===== config.mk =====
export PLATFORM = sky130hd
export DESIGN_NAME = mem_stage_flat
export DESIGN_NICKNAME = d
export VERILOG_FILES = /design/src/rtl/mem_stage_if.sv /design/src/rtl/mem_stage.sv /design/src/flat_wrapper.sv
export SDC_FILE = /design/constraint.sdc
export NUM_CORES = 1
export LEC_CHECK = 0
export BUFFER_PORTS_ARGS = -buffer_cell sky130_fd_sc_hd__clkbuf_2
export CAP_MARGIN = 15
export CORE_ASPECT_RATIO = 1.2
export CORE_UTILIZATION = 46
export DETAILED_ROUTE_END_ITERATION = 10
export PLACE_DENSITY = 0.76
export SLEW_MARGIN = 20
export SYNTH_ARGS = -nofsm -noshare
export SYNTH_HDL_FRONTEND = slang
export SYNTH_SLANG_ARGS = --single-unit

===== constraint.sdc =====
create_clock -name clk -period 2 [get_ports clk]
set_input_delay 0.2 -clock clk [delete_from_list [all_inputs] [get_ports clk]]
set_output_delay 0.2 -clock clk [all_outputs]
set_load 0.02 [all_outputs]

===== src/rtl/mem_stage_if.sv =====
// Data-memory bus between the ME stage (master) and the memory (slave).
interface mem_stage_if;
    logic        mem_req;
    logic        mem_we;
    logic [31:0] mem_addr;
    logic [31:0] mem_wdata;
    logic [31:0] mem_rdata;
    logic        mem_ack;

    modport master (
        output mem_req, mem_we, mem_addr, mem_wdata,
        input  mem_rdata, mem_ack
    );

    modport slave (
        input  mem_req, mem_we, mem_addr, mem_wdata,
        output mem_rdata, mem_ack
    );
endinterface


===== src/rtl/mem_stage.sv =====
// Pipeline ME stage: runs loads/stores over a req/ack bus, stalls upstream
// while an access is outstanding, flags misaligned accesses and bus timeouts,
// and drives the ME/WB pipeline register.
module mem_stage #(
    parameter int unsigned TIMEOUT_CYC = 255,
    parameter int unsigned CNT_W       = 16
) (
    input  logic               clk,
    input  logic               rst,
    input  logic               in_valid,
    input  logic [31:0]        in_alu,
    input  logic [31:0]        in_store,
    input  logic [4:0]         in_dst,
    input  logic               in_mem2reg,
    input  logic               in_memwr,
    input  logic               in_regwr,
    output logic               stall,
    mem_stage_if.master        mem,
    output logic               wb_valid,
    output logic [31:0]        wb_data,
    output logic [4:0]         wb_dst,
    output logic               wb_regwr,
    output logic               exc_align,
    output logic               bus_err,
    output logic [31:0]        exc_addr
);

    typedef enum logic [1:0] {S_IDLE, S_ACCESS, S_DONE} state_t;

    localparam logic [CNT_W-1:0] CNT_LAST = CNT_W'(TIMEOUT_CYC - 1);

    state_t             state_q, state_d;
    logic [CNT_W-1:0]   cnt_q, cnt_d;
    logic               req_q, req_d;
    logic               we_q, we_d;
    logic [31:0]        addr_q, addr_d;
    logic [31:0]        wdata_q, wdata_d;
    logic [31:0]        rdata_q, rdata_d;
    logic               err_q, err_d;
    logic               wb_valid_q, wb_valid_d;
    logic [31:0]        wb_data_q, wb_data_d;
    logic [4:0]         wb_dst_q, wb_dst_d;
    logic               wb_regwr_q, wb_regwr_d;
    logic               exc_align_q, exc_align_d;
    logic               bus_err_q, bus_err_d;
    logic [31:0]        exc_addr_q, exc_addr_d;

    logic memop;
    logic aligned;

    assign memop   = in_mem2reg | in_memwr;
    assign aligned = (in_alu[1:0] == 2'b00);

    // Upstream stall; gated by reset so it drops together with the flops.
    always_comb begin
        stall = 1'b0;
        if (rst) begin
            stall = (state_q == S_ACCESS) ||
                    ((state_q == S_IDLE) && in_valid && memop && aligned);
        end
    end

    // Next-state and next-output computation for the ME stage.
    always_comb begin
        state_d     = state_q;
        cnt_d       = cnt_q;
        req_d       = req_q;
        we_d        = we_q;
        addr_d      = addr_q;
        wdata_d     = wdata_q;
        rdata_d     = rdata_q;
        err_d       = err_q;
        wb_valid_d  = 1'b0;
        wb_data_d   = wb_data_q;
        wb_dst_d    = wb_dst_q;
        wb_regwr_d  = 1'b0;
        exc_align_d = 1'b0;
        bus_err_d   = 1'b0;
        exc_addr_d  = exc_addr_q;

        case (state_q)
            S_IDLE: begin
                if (in_valid) begin
                    if (!memop) begin
                        wb_valid_d = 1'b1;
                        wb_data_d  = in_alu;
                        wb_dst_d   = in_dst;
                        wb_regwr_d = in_regwr;
                    end else if (!aligned) begin
                        wb_valid_d  = 1'b1;
                        wb_data_d   = in_alu;
                        wb_dst_d    = in_dst;
                        exc_align_d = 1'b1;
                        exc_addr_d  = in_alu;
                    end else begin
                        state_d = S_ACCESS;
                        req_d   = 1'b1;
                        we_d    = in_memwr;
                        addr_d  = {in_alu[31:2], 2'b00};
                        wdata_d = in_store;
                        cnt_d   = '0;
                    end
                end
            end
            S_ACCESS: begin
                // Ack is tested first so an ack on the timeout cycle wins.
                if (mem.mem_ack) begin
                    req_d   = 1'b0;
                    rdata_d = mem.mem_rdata;
                    err_d   = 1'b0;
                    state_d = S_DONE;
                end else if (cnt_q == CNT_LAST) begin
                    req_d      = 1'b0;
                    err_d      = 1'b1;
                    bus_err_d  = 1'b1;
                    exc_addr_d = addr_q;
                    state_d    = S_DONE;
                end else begin
                    cnt_d = cnt_q + 1'b1;
                end
            end
            S_DONE: begin
                state_d    = S_IDLE;
                wb_valid_d = 1'b1;
                wb_dst_d   = in_dst;
                wb_data_d  = in_mem2reg ? rdata_q : in_alu;
                wb_regwr_d = in_regwr & ~err_q;
            end
            default: state_d = S_IDLE;
        endcase
    end

    // State and output registers with asynchronous active-low reset.
    always_ff @(posedge clk or negedge rst) begin
        if (!rst) begin
            state_q     <= S_IDLE;
            cnt_q       <= '0;
            req_q       <= 1'b0;
            we_q        <= 1'b0;
            addr_q      <= '0;
            wdata_q     <= '0;
            rdata_q     <= '0;
            err_q       <= 1'b0;
            wb_valid_q  <= 1'b0;
            wb_data_q   <= '0;
            wb_dst_q    <= '0;
            wb_regwr_q  <= 1'b0;
            exc_align_q <= 1'b0;
            bus_err_q   <= 1'b0;
            exc_addr_q  <= '0;
        end else begin
            state_q     <= state_d;
            cnt_q       <= cnt_d;
            req_q       <= req_d;
            we_q        <= we_d;
            addr_q      <= addr_d;
            wdata_q     <= wdata_d;
            rdata_q     <= rdata_d;
            err_q       <= err_d;
            wb_valid_q  <= wb_valid_d;
            wb_data_q   <= wb_data_d;
            wb_dst_q    <= wb_dst_d;
            wb_regwr_q  <= wb_regwr_d;
            exc_align_q <= exc_align_d;
            bus_err_q   <= bus_err_d;
            exc_addr_q  <= exc_addr_d;
        end
    end

    assign mem.mem_req   = req_q;
    assign mem.mem_we    = we_q;
    assign mem.mem_addr  = addr_q;
    assign mem.mem_wdata = wdata_q;
    assign wb_valid      = wb_valid_q;
    assign wb_data       = wb_data_q;
    assign wb_dst        = wb_dst_q;
    assign wb_regwr      = wb_regwr_q;
    assign exc_align     = exc_align_q;
    assign bus_err       = bus_err_q;
    assign exc_addr      = exc_addr_q;

endmodule

===== src/flat_wrapper.sv =====
// flat-port wrapper written by rule: the top's interface ports become plain ports
module mem_stage_flat 
#(
    parameter int unsigned TIMEOUT_CYC = 255,
    parameter int unsigned CNT_W       = 16
)
  (clk, rst, in_valid, in_alu, in_store, in_dst, in_mem2reg, in_memwr, in_regwr, stall, wb_valid, wb_data, wb_dst, wb_regwr, exc_align, bus_err, exc_addr, mem_mem_req, mem_mem_we, mem_mem_addr, mem_mem_wdata, mem_mem_rdata, mem_mem_ack);
  mem_stage_if mem_i ();
  input  logic clk;
  input  logic rst;
  input  logic in_valid;
  input  logic [31:0] in_alu;
  input  logic [31:0] in_store;
  input  logic [4:0] in_dst;
  input  logic in_mem2reg;
  input  logic in_memwr;
  input  logic in_regwr;
  output logic stall;
  output logic wb_valid;
  output logic [31:0] wb_data;
  output logic [4:0] wb_dst;
  output logic wb_regwr;
  output logic exc_align;
  output logic bus_err;
  output logic [31:0] exc_addr;
  output wire logic [$bits(mem_i.mem_req)-1:0] mem_mem_req;
  output wire logic [$bits(mem_i.mem_we)-1:0] mem_mem_we;
  output wire logic [$bits(mem_i.mem_addr)-1:0] mem_mem_addr;
  output wire logic [$bits(mem_i.mem_wdata)-1:0] mem_mem_wdata;
  input wire logic [$bits(mem_i.mem_rdata)-1:0] mem_mem_rdata;
  input wire logic [$bits(mem_i.mem_ack)-1:0] mem_mem_ack;
  assign mem_mem_req = mem_i.mem_req;
  assign mem_mem_we = mem_i.mem_we;
  assign mem_mem_addr = mem_i.mem_addr;
  assign mem_mem_wdata = mem_i.mem_wdata;
  assign mem_i.mem_rdata = mem_mem_rdata;
  assign mem_i.mem_ack = mem_mem_ack;
  mem_stage #(.TIMEOUT_CYC(TIMEOUT_CYC), .CNT_W(CNT_W)) u_core (.clk(clk), .rst(rst), .in_valid(in_valid), .in_alu(in_alu), .in_store(in_store), .in_dst(in_dst), .in_mem2reg(in_mem2reg), .in_memwr(in_memwr), .in_regwr(in_regwr), .stall(stall), .mem(mem_i), .wb_valid(wb_valid), .wb_data(wb_data), .wb_dst(wb_dst), .wb_regwr(wb_regwr), .exc_align(exc_align), .bus_err(bus_err), .exc_addr(exc_addr));
endmodule

[After elaboration in Yosys (flattened, before gate mapping)]
Index checks and enable logic that the tools add are counted.
Word-level totals
  output and inout bits: 140
  logic and storage cells: 96
  register bits: 188
Operators by class
  reduce and logical (&&, ||, !) cells: 17
  $add $sub $neg: 1
  mux-type cells: 48
  bitwise logic cells: 3
  equal/unequal tests: 12
Operators by type and width (number)
  32-bit 2-to-1 mux: 8
  32-bit one-hot mux with 2 select lines: 2
  16-bit 2-to-1 mux: 5
  16-bit one-hot mux with 2 select lines: 1
  1-bit 2-to-1 mux: 19
  16-bit by 1-bit adder with 16-bit output, second input constant: 1
  16-bit by 8-bit == test with 1-bit output, second input constant: 1
  5-bit 2-to-1 mux: 3
  6-bit AND reduction: 2
  2-bit 2-to-1 mux: 5
  2-bit != test, second input constant: 5
  5-bit one-hot mux with 2 select lines: 1
  4-bit AND reduction: 2
  3-bit != test, second input constant: 2
  1-bit one-hot mux with 2 select lines: 3
  2-bit nonzero test: 3
  5-bit AND reduction: 1
  2-bit logical NOT: 2
  2-bit by 1-bit != test with 1-bit output, second input constant: 2
  2-bit one-hot mux with 2 select lines: 1
  2-bit AND reduction: 2
  1-bit logical AND: 3
  3-bit AND reduction: 1
  2-bit by 1-bit == test with 1-bit output, second input constant: 1
  other kinds (5): 5

[Depth between registers and ports, before layout]
Gate-level depths: netlist of the first run.
  depth after elaboration: 6
  depth in mapped cells: 8
  mapped depth without buffers: 7

[Worst setup path after synthesis of the first run]
Ideal clock, no wire load.
  kind: register to register
  start point: register u_core.cnt_q[10]
  end point: register u_core.cnt_q[10]
  library setup time: 0.110 ns
  slack: -0.075 ns
  data arrival time: 1.965 ns
  stages on the path, launching flop included: 7
  period minus slack after synthesis: 2.075 ns
  path buffers: 1
  cells stage by stage: dfrtp_1 > or4_4 > or4_4 > a21oi_2 > buf_6 > o21ai_0 > o41ai_1
Between the ends
  cells in the longest elaborated chain, start to end: 4
RTL lines
  from (decl): RTL line mem_stage.sv:33  | logic [CNT_W-1:0] cnt_q, cnt_d;
  from (signal assigned): RTL line mem_stage.sv:153  | cnt_q <= cnt_d;
  16-bit by 1-bit adder with 16-bit output: RTL line mem_stage.sv:119  | cnt_d = cnt_q + 1'b1;
  16-bit 2-to-1 mux: RTL line mem_stage.sv:112  | end else if (cnt_q == CNT_LAST) begin
  16-bit 2-to-1 mux: RTL line mem_stage.sv:107  | if (mem.mem_ack) begin
  16-bit one-hot mux with 2 select lines: RTL line mem_stage.sv:81  | case (state_q)
Parallel ways exist; a longest one is shown, timed or not. The select of a mux whose other input is x is not followed.
A chain may end at the register's enable or synchronous reset.

[Final worst setup path of the first run]
  start point: register u_core.cnt_q[11]
  end point: register u_core.cnt_q[13]
The elaborated chain is that of the path after synthesis.

==> out/results.ini, run 1 <==
[min_path]
hold_path_depth = 2
hp-class = primary input to flop

[power]
netSwitchingPower_mw = 4.13
p_leak_nw = 5.94
overall_power_consumption_mw = 12.2
vdd_drop_max_v = 0.000625
p_int_mw = 8.07
power-per-cell-area_nw_per_um2 = 1110
clock_power_share_pct = 29.2
power.share.switching_pct = 33.9
power.share.combinational_pct = 27.2
share_seq_of_total_power_pct = 43.6

[setup_path]
cp-end-kind = flop
worstSetupStartpointType = flop
slowest_delay_ns = 0.55
path_depth = 6
crit_family = simple AND/OR/NAND/NOR gates
worstRegToRegCells = 6
path_cells = or4_4, or4_4, a21oi_4, buf_6, o21ai_0, o21ai_0
crit_buf_inv = 1
cp_data_required_time_ns = 2.35
worst_ep_arrival_time_ns = 2.33
maximum_fanout_encountered_on_the_critical_timing_path = 8
path_class = flop to flop
critical_path.slowest_cell = sky130_fd_sc_hd__or4_4

[final_layout]
final_design_area_no_fill_um2 = 11000
area.growth.synth_to_final_pct = 41.1
drive_above_1_share_pct = 32.9
antenna_cells = 0
post_layout_nets = 1208
area.sequential_um2 = 4700
multiInputGateArea_um2 = 2980
nFillCells = 1208

[synthesis]
yosysWarningCount = 0
synth_edf_count = 0
synth_cells = 754
ys_seq_elements = 188
synth_top_area_share_pct = 60.2
asyncSetResetFlopFracSynth_pct = 100
yosys-top-cells-area = sky130_fd_sc_hd__dfrtp_1, sky130_fd_sc_hd__nand2_1, sky130_fd_sc_hd__mux2i_1
seq_area_frac_synth_pct = 60.2
postSynthAreaPerCell_um2 = 10.4
netlist_area_um2 = 7820
synth_ff_type = sky130_fd_sc_hd__dfrtp_1
synth_largest_area_cell = sky130_fd_sc_hd__dfrtp_1
synthDistinctLibCells = 40

[timing]
final-setup-viol-count = 0
worst_slew_margin_rel_pct = 57.8
hold_violations = 0
rsz0062_at_grt = yes
max_clock_freq_mhz = 505
final_min_period_over_clock_period_pct = 99.0
tightest_slew_ns = 0.630
timing.clock.skew_ns = 0.00660
fin_hold_ws_ns = 0.0177
finalCriticalPeriod_ns = 1.98
timing_max_transition_violations_final = 0

[global_route]
grt-ovfl-total = 0
grt_max_degree = 102
first_global_vias = 6941
grt.total_usage_pct = 26.2
grt_antenna_before_repair = 0
grt_first_pass_wirelength_mm = 34.9

[routing]
dr_total_vias = 6780
drt-vias-per-instance = 5.12
drt-wirelength-per-cell_um = 16.7
ant_nets = 0
firstDrtPassIters = 4
drcViolationCount = 0
detail_route.iter0.violations = 282
detail_route.wirelength_mm = 22.1

[cts]
register_clock_pin_slew_on_the_reported_worst_setup_and_hold_paths_ns = 0.07
clk_path_buf_depth = 2
latest_clock_arrival_within_the_worst_skew_pair_ns = 0.42
total_cts_buffers = 17
clock_tree_from_tritoncts = yes
numClockSinks = 188
cts_root_buf = sky130_fd_sc_hd__clkbuf_16
cts_max_level = 4

[placed_design]
placedInstanceArea_um2 = 9500
port_buffers = 245
gp_congestion = 0.812
dp.final_hpwl_mm = 14.0

[floorplanning]
design.die.area_um2 = 17500
core.rowCount = 51
die_h_um = 145
io_pins = 248
die_x_um = 121
floorplan.initialDensity_pct = 47.7
core_area_um2 = 16400

[run]
maxCapViolCount = 0

[status]
outcome = completed

what timing repair did:
| item | CTS | global route |
|---|---|---|
| resized for setup | 3 | 9 |
| buffers inserted | 1 | 2 |
| hold buffers | 84 | 2 |
| pin swaps | 2 | 1 |
| setup endpoints to repair | 19 | 44 |
| hold endpoints to repair | 271 | 2 |
layout by cell type, fill, tap and decap left out, types with 5 or more instances in the layout:
master                            n
sky130_fd_sc_hd__clkbuf_2       244
sky130_fd_sc_hd__nand2_1        225
sky130_fd_sc_hd__dfrtp_1        188
sky130_fd_sc_hd__dlygate4sd3_1   86
sky130_fd_sc_hd__mux2i_1         62
sky130_fd_sc_hd__nor2_1          46
sky130_fd_sc_hd__a21oi_1         42
sky130_fd_sc_hd__mux2_2          37
sky130_fd_sc_hd__o21ai_0         37
sky130_fd_sc_hd__buf_4           29
sky130_fd_sc_hd__clkbuf_16       17
sky130_fd_sc_hd__nand3_1          6
sky130_fd_sc_hd__o21ai_1          6
sky130_fd_sc_hd__a31oi_1          6
sky130_fd_sc_hd__o31ai_1          5
sky130_fd_sc_hd__buf_12           5
layout make-up:
class                      instances  area share [%]
tap                              212            2.40
clock inverter                    14            1.67
clock buffer                      18            3.98
multi-input combinational        519            27.0
sequential                       188            42.6
inverter                           4           0.136
timing repair buffer             368            22.2
worst register-to-register path, cell delays in order, from the launching register on:
cell and delay, ns:
sky130_fd_sc_hd__dfrtp_1 0.38, sky130_fd_sc_hd__or4_4 0.55, sky130_fd_sc_hd__or4_4 0.46, sky130_fd_sc_hd__a21oi_4 0.19, sky130_fd_sc_hd__buf_6 0.15, sky130_fd_sc_hd__o21ai_0 0.10, sky130_fd_sc_hd__o21ai_0 0.08
cell families (layout without fill, tap and decap cells):
family | after synthesis | in the layout | share of synthesized area [%]
buffers and inverters | 48 | 404 | 2.53
muxes | 99 | 99 | 13.3
DFF | 188 | 188 | 60.2
and+or+nand+nor | 307 | 307 | 16.0
AOI/OAI and AO/OA | 109 | 109 | 7.67
other | 1 | 2 | 0.0480
adders and majority gates | 2 | 2 | 0.320
power by group through the flow:
stage	Clock (mW)	Sequential (mW)	Combinational [mW]
global route	3.77	5.44	3.59
global placement	0	5.33	3.09
detailed placement	0	5.37	3.16
finish	3.56	5.32	3.31
floorplan	0	6.11	1.07
CTS	3.63	5.31	3.30
flip-flops by register name, summed over array words and instances (netlist names), 2 cells and up:
signal and flops:
u_core.cnt_q 16, u_core.exc_addr 32, u_core.mem.mem_addr 30, u_core.mem.mem_wdata 32, u_core.rdata_q 32, u_core.state_q 2, u_core.wb_data 32, u_core.wb_dst 5
worst paths after layout:
kind / startpoint / end / slack (ns)
worst max-delay path: u_core.cnt_q[11] / u_core.cnt_q[13] / 0.02
max in group asynchronous: rst / u_core.exc_addr[7] / 1.02
worst max register to register: u_core.cnt_q[11] / u_core.cnt_q[13] / 0.02
worst min register to register: u_core.mem.mem_wdata[2] / u_core.mem.mem_wdata[2] / 0.48
min in group asynchronous: rst / u_core.mem.mem_wdata[10] / 0.44
worst min-delay path: mem_mem_rdata[3] / u_core.rdata_q[3] / 0.02
Yosys cell counts (all sizes together), types with 3 or more instances:
| master | instances |
|---|---|
| nand2 | 227 |
| dfrtp | 188 |
| mux2i | 62 |
| a21oi | 47 |
| nor2 | 47 |
| o21ai | 43 |
| mux2 | 37 |
| clkbuf | 35 |
| buf | 9 |
| a31oi | 6 |
| nand3 | 6 |
| o31ai | 5 |
| and3 | 4 |
| inv | 4 |
| nand2b | 4 |
| nand4 | 4 |
| nor4 | 3 |
layer usage:
metal  up-vias  global-route usage (%)  share of wire, %
met5         -                       0                 0
met4         0                    12.6               3.4
met3        57                    5.56               4.9
met2       224                    46.3                52
met1      3283                    30.1                40
li1       3216                       -                 -
per-stage QoR:
stage	utilization (%)	cells	setup TNS, ns	setup slack [ns]
after floorplan	-	755	-0.976	-0.0293
after global placement	57.9	1202	-0.343	-0.0539
after detailed placement	57.9	1202	-0.772	-0.0912
after CTS	67.0	1319	0	0.00769
after global routing	67.3	1323	-0.143	-0.0302
final	67.3	1323	0	0.0196
Power figures use the tool's default switching activity.
==> inputs of run 2 (changes only) <==
==> constraint.sdc (replaced) <==
create_clock -name clk -period 2 [get_ports clk]
set_input_delay 0.3 -clock clk [delete_from_list [all_inputs] [get_ports clk]]
set_output_delay 0.3 -clock clk [all_outputs]
set_load 0.02 [all_outputs]
==> run 2 against run 1 <==
- the flow now finishes with violations (negative setup slack)
- combinational power is 4% lower
- global-route usage is 2.9 points lower
- sequential power hardly changed
- fmax is 2.9% lower
- critical path depth stayed put
- clock-buffer cell count stayed put
- largest cell class unchanged
- total power is 1.6% lower
==> out/results.ini, run 2 (synthesized netlist as in run 1, its figures left out) <==
[status]
outcome = finished, violations left
failing_checks = negative setup slack

[timing]
timing_max_transition_violations_final = 0
rsz0062_at_grt = yes
final-setup-viol-count = 11
worst_slew_margin_rel_pct = 55.6
final_min_period_over_clock_period_pct = 102
max_clock_freq_mhz = 490
fin_hold_ws_ns = 0.0620
finalCriticalPeriod_ns = 2.04
hold_violations = 0
tightest_slew_ns = 0.663
final.setup.worst_slack_ns = -0.0399
timing.clock.skew_ns = 0.0107

[final_layout]
final_util_pct = 62.4
area.growth.synth_to_final_pct = 30.8
nFillCells = 1343
antenna_cells = 0
drive_above_1_share_pct = 35.7
post_layout_nets = 1124
final_cell_mix = sky130_fd_sc_hd__clkbuf_2, sky130_fd_sc_hd__nand2_1, sky130_fd_sc_hd__dfrtp_1, sky130_fd_sc_hd__mux2i_1, sky130_fd_sc_hd__nor2_1
instances_no_fill = 1239
most_common_library_cell_in_the_layout_ignoring_fill_and_taps = sky130_fd_sc_hd__clkbuf_2

[floorplanning]
die_x_um = 121
core_area_um2 = 16400
floorplan.initialDensity_pct = 47.7
design.die.area_um2 = 17500
die_h_um = 145
core.rowCount = 51
io_pins = 248

[global_route]
grt_max_degree = 97
grt.total_usage_pct = 23.3
first_global_vias = 6150
grt-ovfl-total = 0
grt_first_pass_wirelength_mm = 31.3
grt_antenna_before_repair = 0

[routing]
detail_route.wirelength_mm = 20.1
dr_total_vias = 6291
ant_nets = 0
detail_route.iter0.violations = 294
drt-vias-per-instance = 5.08
drcViolationCount = 0
firstDrtPassIters = 4
drt-wirelength-per-cell_um = 16.2

[setup_path]
path_cells = or4_4, or4_4, a21oi_4, buf_6, o21ai_1, o31ai_1
worstSetupStartpointType = flop
slowest_delay_ns = 0.54
cp-end-kind = flop
cp-startpoint = u_core.cnt_q[10]
maximum_fanout_encountered_on_the_critical_timing_path = 8
worst_r2r_endpoint = u_core.cnt_q[11]
critical_path.slowest_cell = sky130_fd_sc_hd__or4_4
setup.reg_to_reg.worst_slack_ns = -0.04
path_class = flop to flop
cp_data_required_time_ns = 2.32
timing.rr.start = u_core.cnt_q[10]
path_depth = 6
worstRegToRegCells = 6
critical-path-top-cell-by-count = sky130_fd_sc_hd__or4_4
crit_family = simple AND/OR/NAND/NOR gates
crit_path_end = u_core.cnt_q[11]
worst_ep_arrival_time_ns = 2.36
crit_buf_inv = 1

[placed_design]
placed_cells = 1204
placement.setup.worst_slack_ns = -0.0758
gp_congestion = 0.805
dp.final_hpwl_mm = 13.8
port_buffers = 245

[cts]
numClockSinks = 188
total_cts_buffers = 17
clock_tree_from_tritoncts = yes
cts_max_level = 4
clk_path_buf_depth = 2
register_clock_pin_slew_on_the_reported_worst_setup_and_hold_paths_ns = 0.07
cts_root_buf = sky130_fd_sc_hd__clkbuf_16
latest_clock_arrival_within_the_worst_skew_pair_ns = 0.43

[run]
maxCapViolCount = 0

[min_path]
hp-class = primary input to flop

[power]
overall_power_consumption_mw = 12.0
power-per-cell-area_nw_per_um2 = 1170
vdd_drop_max_v = 0.000725
p_leak_nw = 5.60

## run 2: changes by cell type in the layout (fill, tap and decap cells not counted), moves of 2 or more
| cell | change |
|---|---|
| sky130_fd_sc_hd__dlygate4sd3_1 | -85 |
| sky130_fd_sc_hd__o21ai_0 | -5 |
| sky130_fd_sc_hd__o21ai_1 | +5 |
| sky130_fd_sc_hd__inv_6 | +3 |
| sky130_fd_sc_hd__buf_4 | -2 |
| sky130_fd_sc_hd__inv_8 | -2 |
## run 2: worst min path at each step
stage / start / endpoint / slack [ns] / cells past startpoint
after floorplan: rst / u_core.bus_err / 0.004 / 0
after global placement: rst / u_core.mem.mem_we / 0.45 / 2
after detailed placement: rst / u_core.mem.mem_we / 0.44 / 2
after CTS: in_store[30] / u_core.mem.mem_wdata[30] / 0.04 / 3
after global routing: in_store[27] / u_core.mem.mem_wdata[27] / 0.05 / 3
final: in_store[27] / u_core.mem.mem_wdata[27] / 0.06 / 3
## run 2: layout make-up
cell class                      count  area, um2  area share, %
Tap cell                          212        265           2.59
Multi-Input combinational cell    519       2980           29.2
Clock inverter                     14        179           1.75
Clock buffer                       18        439           4.29
Inverter                            4       15.0          0.147
Timing Repair Buffer              284       1640           16.0
Sequential cell                   188       4700           46.0
## run 2: worst reg2reg max path, stage by stage, from the launching register on
cell	delay, ns
sky130_fd_sc_hd__dfrtp_1	0.38
sky130_fd_sc_hd__or4_4	0.54
sky130_fd_sc_hd__or4_4	0.54
sky130_fd_sc_hd__a21oi_4	0.19
sky130_fd_sc_hd__buf_6	0.15
sky130_fd_sc_hd__o21ai_1	0.07
sky130_fd_sc_hd__o31ai_1	0.07
## run 2: metal layers
metal,vias up,GRT usage [%],routed length (um)
met5,-,0,0
met3,19,5.56,1160
met4,0,8.38,310
li1,3050,-,-
met1,3029,28.1,8320
met2,193,40.5,10300
## run 2: per-stage QoR
stage	cell area, um2	setup TNS, ns
4_1_cts	10200	-0.176
2_1_floorplan	7830	-0.976
6_report	10200	-0.275
3_5_place_dp	9530	-0.581
3_3_place_gp	9530	-0.108
5_1_grt	10200	-1.51
## run 2: timing repair
action,4_1_cts,5_1_grt
hold buffers,1,0
pin swaps,5,1
endpoints found under the hold margin,73,0
buffers inserted,1,0
gates resized for setup,8,12
gates cloned,0,1
setup endpoints to repair,15,73
## run 2: report_power, final
part | internal, mW | switching (mW) | total (mW)
clock | 2.03 | 1.51 | 3.53
sequential | 4.75 | 0.552 | 5.30
combinational | 1.20 | 1.98 | 3.18
==> inputs of run 3 (changes only) <==
--- a/config.mk
+++ b/config.mk
@@ -7,10 +7,12 @@
 export LEC_CHECK = 0
 export BUFFER_PORTS_ARGS = -buffer_cell sky130_fd_sc_hd__clkbuf_2
 export CAP_MARGIN = 15
+export CELL_PAD_IN_SITES_DETAIL_PLACEMENT = 1
+export CELL_PAD_IN_SITES_GLOBAL_PLACEMENT = 1
 export CORE_ASPECT_RATIO = 1.2
-export CORE_UTILIZATION = 46
+export CORE_UTILIZATION = 35
 export DETAILED_ROUTE_END_ITERATION = 10
-export PLACE_DENSITY = 0.76
+export PLACE_DENSITY_LB_ADDON = 0.1
 export SLEW_MARGIN = 20
 export SYNTH_ARGS = -nofsm -noshare
 export SYNTH_HDL_FRONTEND = slang
==> run 3 against run 2 <==
- the run ends with design-rule violations, negative setup slack left
- cell count is 5.7% higher
- flip-flop and latch count is the same
- total power shrank 0.63%
- die area increased by 31%
- via count is 2.3% higher
- worst hold slack got worse by 0.011 ns
- sequential power about the same
- register-to-register slack hardly changed
- non-clock buffer count grew 9
- critical path depth did not move
- clock-buffer cell count decreased by 1
- sequential share of layout area decreased by 0.64 points
- largest power group unchanged
==> out/results.ini, run 3 (synthesized netlist as in run 1, its figures left out) <==
[routing]
drcViolationCount = 30
drt-wirelength-per-cell_um = 17.9
detail_route.wirelength_mm = 23.4
ant_nets = 0
detail_route.iter0.violations = 236
firstDrtPassIters = 7
dr_total_vias = 6434
drt-vias-per-instance = 4.91

[floorplanning]
core.rowCount = 59
core_area_um2 = 21800
floorplan.initialDensity_pct = 35.9
design.die.area_um2 = 22900
die_x_um = 138
io_pins = 248
die_h_um = 166

[cts]
numClockSinks = 188
clock_tree_from_tritoncts = yes
latest_clock_arrival_within_the_worst_skew_pair_ns = 0.44
register_clock_pin_slew_on_the_reported_worst_setup_and_hold_paths_ns = 0.08
cts_max_level = 4
total_cts_buffers = 17
clk_path_buf_depth = 2
cts_root_buf = sky130_fd_sc_hd__clkbuf_16

[global_route]
grt-ovfl-total = 0
grt_first_pass_wirelength_mm = 38.0
grt_antenna_before_repair = 0
first_global_vias = 6832
grt_max_degree = 105
grt.total_usage_pct = 21.4

[placed_design]
placement.setup.worst_slack_ns = -0.0904
placed_cells = 1274
gp_congestion = 0.743
dp.final_hpwl_mm = 16.2
port_buffers = 245

[final_layout]
instances_no_fill = 1310
area.growth.synth_to_final_pct = 32.7
post_layout_nets = 1133
most_common_library_cell_in_the_layout_ignoring_fill_and_taps = sky130_fd_sc_hd__clkbuf_2
final_cell_mix = sky130_fd_sc_hd__clkbuf_2, sky130_fd_sc_hd__nand2_1, sky130_fd_sc_hd__dfrtp_1, sky130_fd_sc_hd__mux2i_1, sky130_fd_sc_hd__nor2_1
final_util_pct = 47.6
antenna_cells = 0
drive_above_1_share_pct = 36.1

[timing]
finalCriticalPeriod_ns = 2.04
final_min_period_over_clock_period_pct = 102
timing.clock.skew_ns = 0.0152
timing_max_transition_violations_final = 0
max_clock_freq_mhz = 490
tightest_slew_ns = 0.726
final-setup-viol-count = 6
rsz0062_at_grt = yes
worst_slew_margin_rel_pct = 51.4
hold_violations = 0
final.setup.worst_slack_ns = -0.0392

[power]
p_leak_nw = 5.66
power-per-cell-area_nw_per_um2 = 1150
overall_power_consumption_mw = 11.9
vdd_drop_max_v = 0.000585

[setup_path]
worstSetupStartpointType = flop
critical_path.slowest_cell = sky130_fd_sc_hd__or4_4
worst_ep_arrival_time_ns = 2.39
cp_data_required_time_ns = 2.35
path_class = flop to flop
critical-path-top-cell-by-count = sky130_fd_sc_hd__or4_4
maximum_fanout_encountered_on_the_critical_timing_path = 13
cp-end-kind = flop
path_cells = or4_4, or4_4, a21oi_4, buf_12, inv_1, a31oi_1
slowest_delay_ns = 0.54

[run]
maxCapViolCount = 0

[status]
outcome = finished, violations left
failing_checks = design-rule violations, negative setup slack

[min_path]
hp-class = primary input to flop

-- run 3: cell count changes in the layout (fill, tap and decap cells not counted), sizes merged --
cell / previous run / this run
buf: 37 / 47
bufinv: 3 / 1
clkinv: 2 / 6
clkbuf: 264 / 262
clkinvlp: 3 / 2
-- run 3: worst paths after layout --
kind	start	end	slack, ns	cells after the start
max	u_core.cnt_q[11]	u_core.cnt_q[12]	-0.04	6
min	in_store[3]	u_core.mem.mem_wdata[3]	0.05	3
max reg2reg	u_core.cnt_q[11]	u_core.cnt_q[12]	-0.04	6
min reg2reg	u_core.mem.mem_wdata[14]	u_core.mem.mem_wdata[14]	0.48	2
max in group asynchronous	rst	u_core.cnt_q[15]	0.97	3
min in group asynchronous	rst	u_core.wb_regwr	0.49	3
-- run 3: repair_timing --
action | 4_1_cts | 5_1_grt
setup buffers | 1 | 2
hold endpoints to repair | 92 | 0
endpoints found under the setup margin | 14 | 37
gates resized for setup | 4 | 9
hold buffers | 1 | 0
pin swaps | 1 | 0
-- run 3: where the power goes --
part	total [mW]	internal, mW	leakage (nW)	switching [mW]
Combinational	3.25	1.22	3.07	2.02
Sequential	5.30	4.75	2.31	0.552
Clock	3.39	1.77	0.283	1.62
-- run 3: through the flow --
step / area [um2] / setup TNS [ns] / hold WS [ns]
after global placement: 9730 / -0.268 / 0.427
final: 10400 / -0.101 / 0.0513
after global routing: 10400 / -1.25 / 0.0405
after CTS: 10300 / -0.217 / 0.0402
after floorplan: 7830 / -0.976 / 0.00441
after detailed placement: 9730 / -0.638 / 0.421
-- run 3: per-layer routing --
metal | part of all wire (%) | GRT usage [%]
met1 | 42 | 26.0
met2 | 51 | 36.6
met3 | 6.6 | 6.16
met4 | 1.3 | 6.20
met5 | 0 | 0
-- run 3: final cells by class --
type | instances | area [um2]
inverters | 4 | 15.0
fillers | 2485 | 11400
multi-input cells | 519 | 2980
repair buffers | 293 | 1750
clock buffers | 17 | 425
flip-flops and latches | 188 | 4700
clock inverters | 15 | 158
well taps | 274 | 343
-- run 3: worst max-delay path: cells and delay by family (launching register included) --
family | cells | cell delay, ns
and+or+nand+nor | 2 | 1.06
DFF | 1 | 0.38
AOI/OAI and AO/OA | 2 | 0.31
buffers and inverters | 2 | 0.21
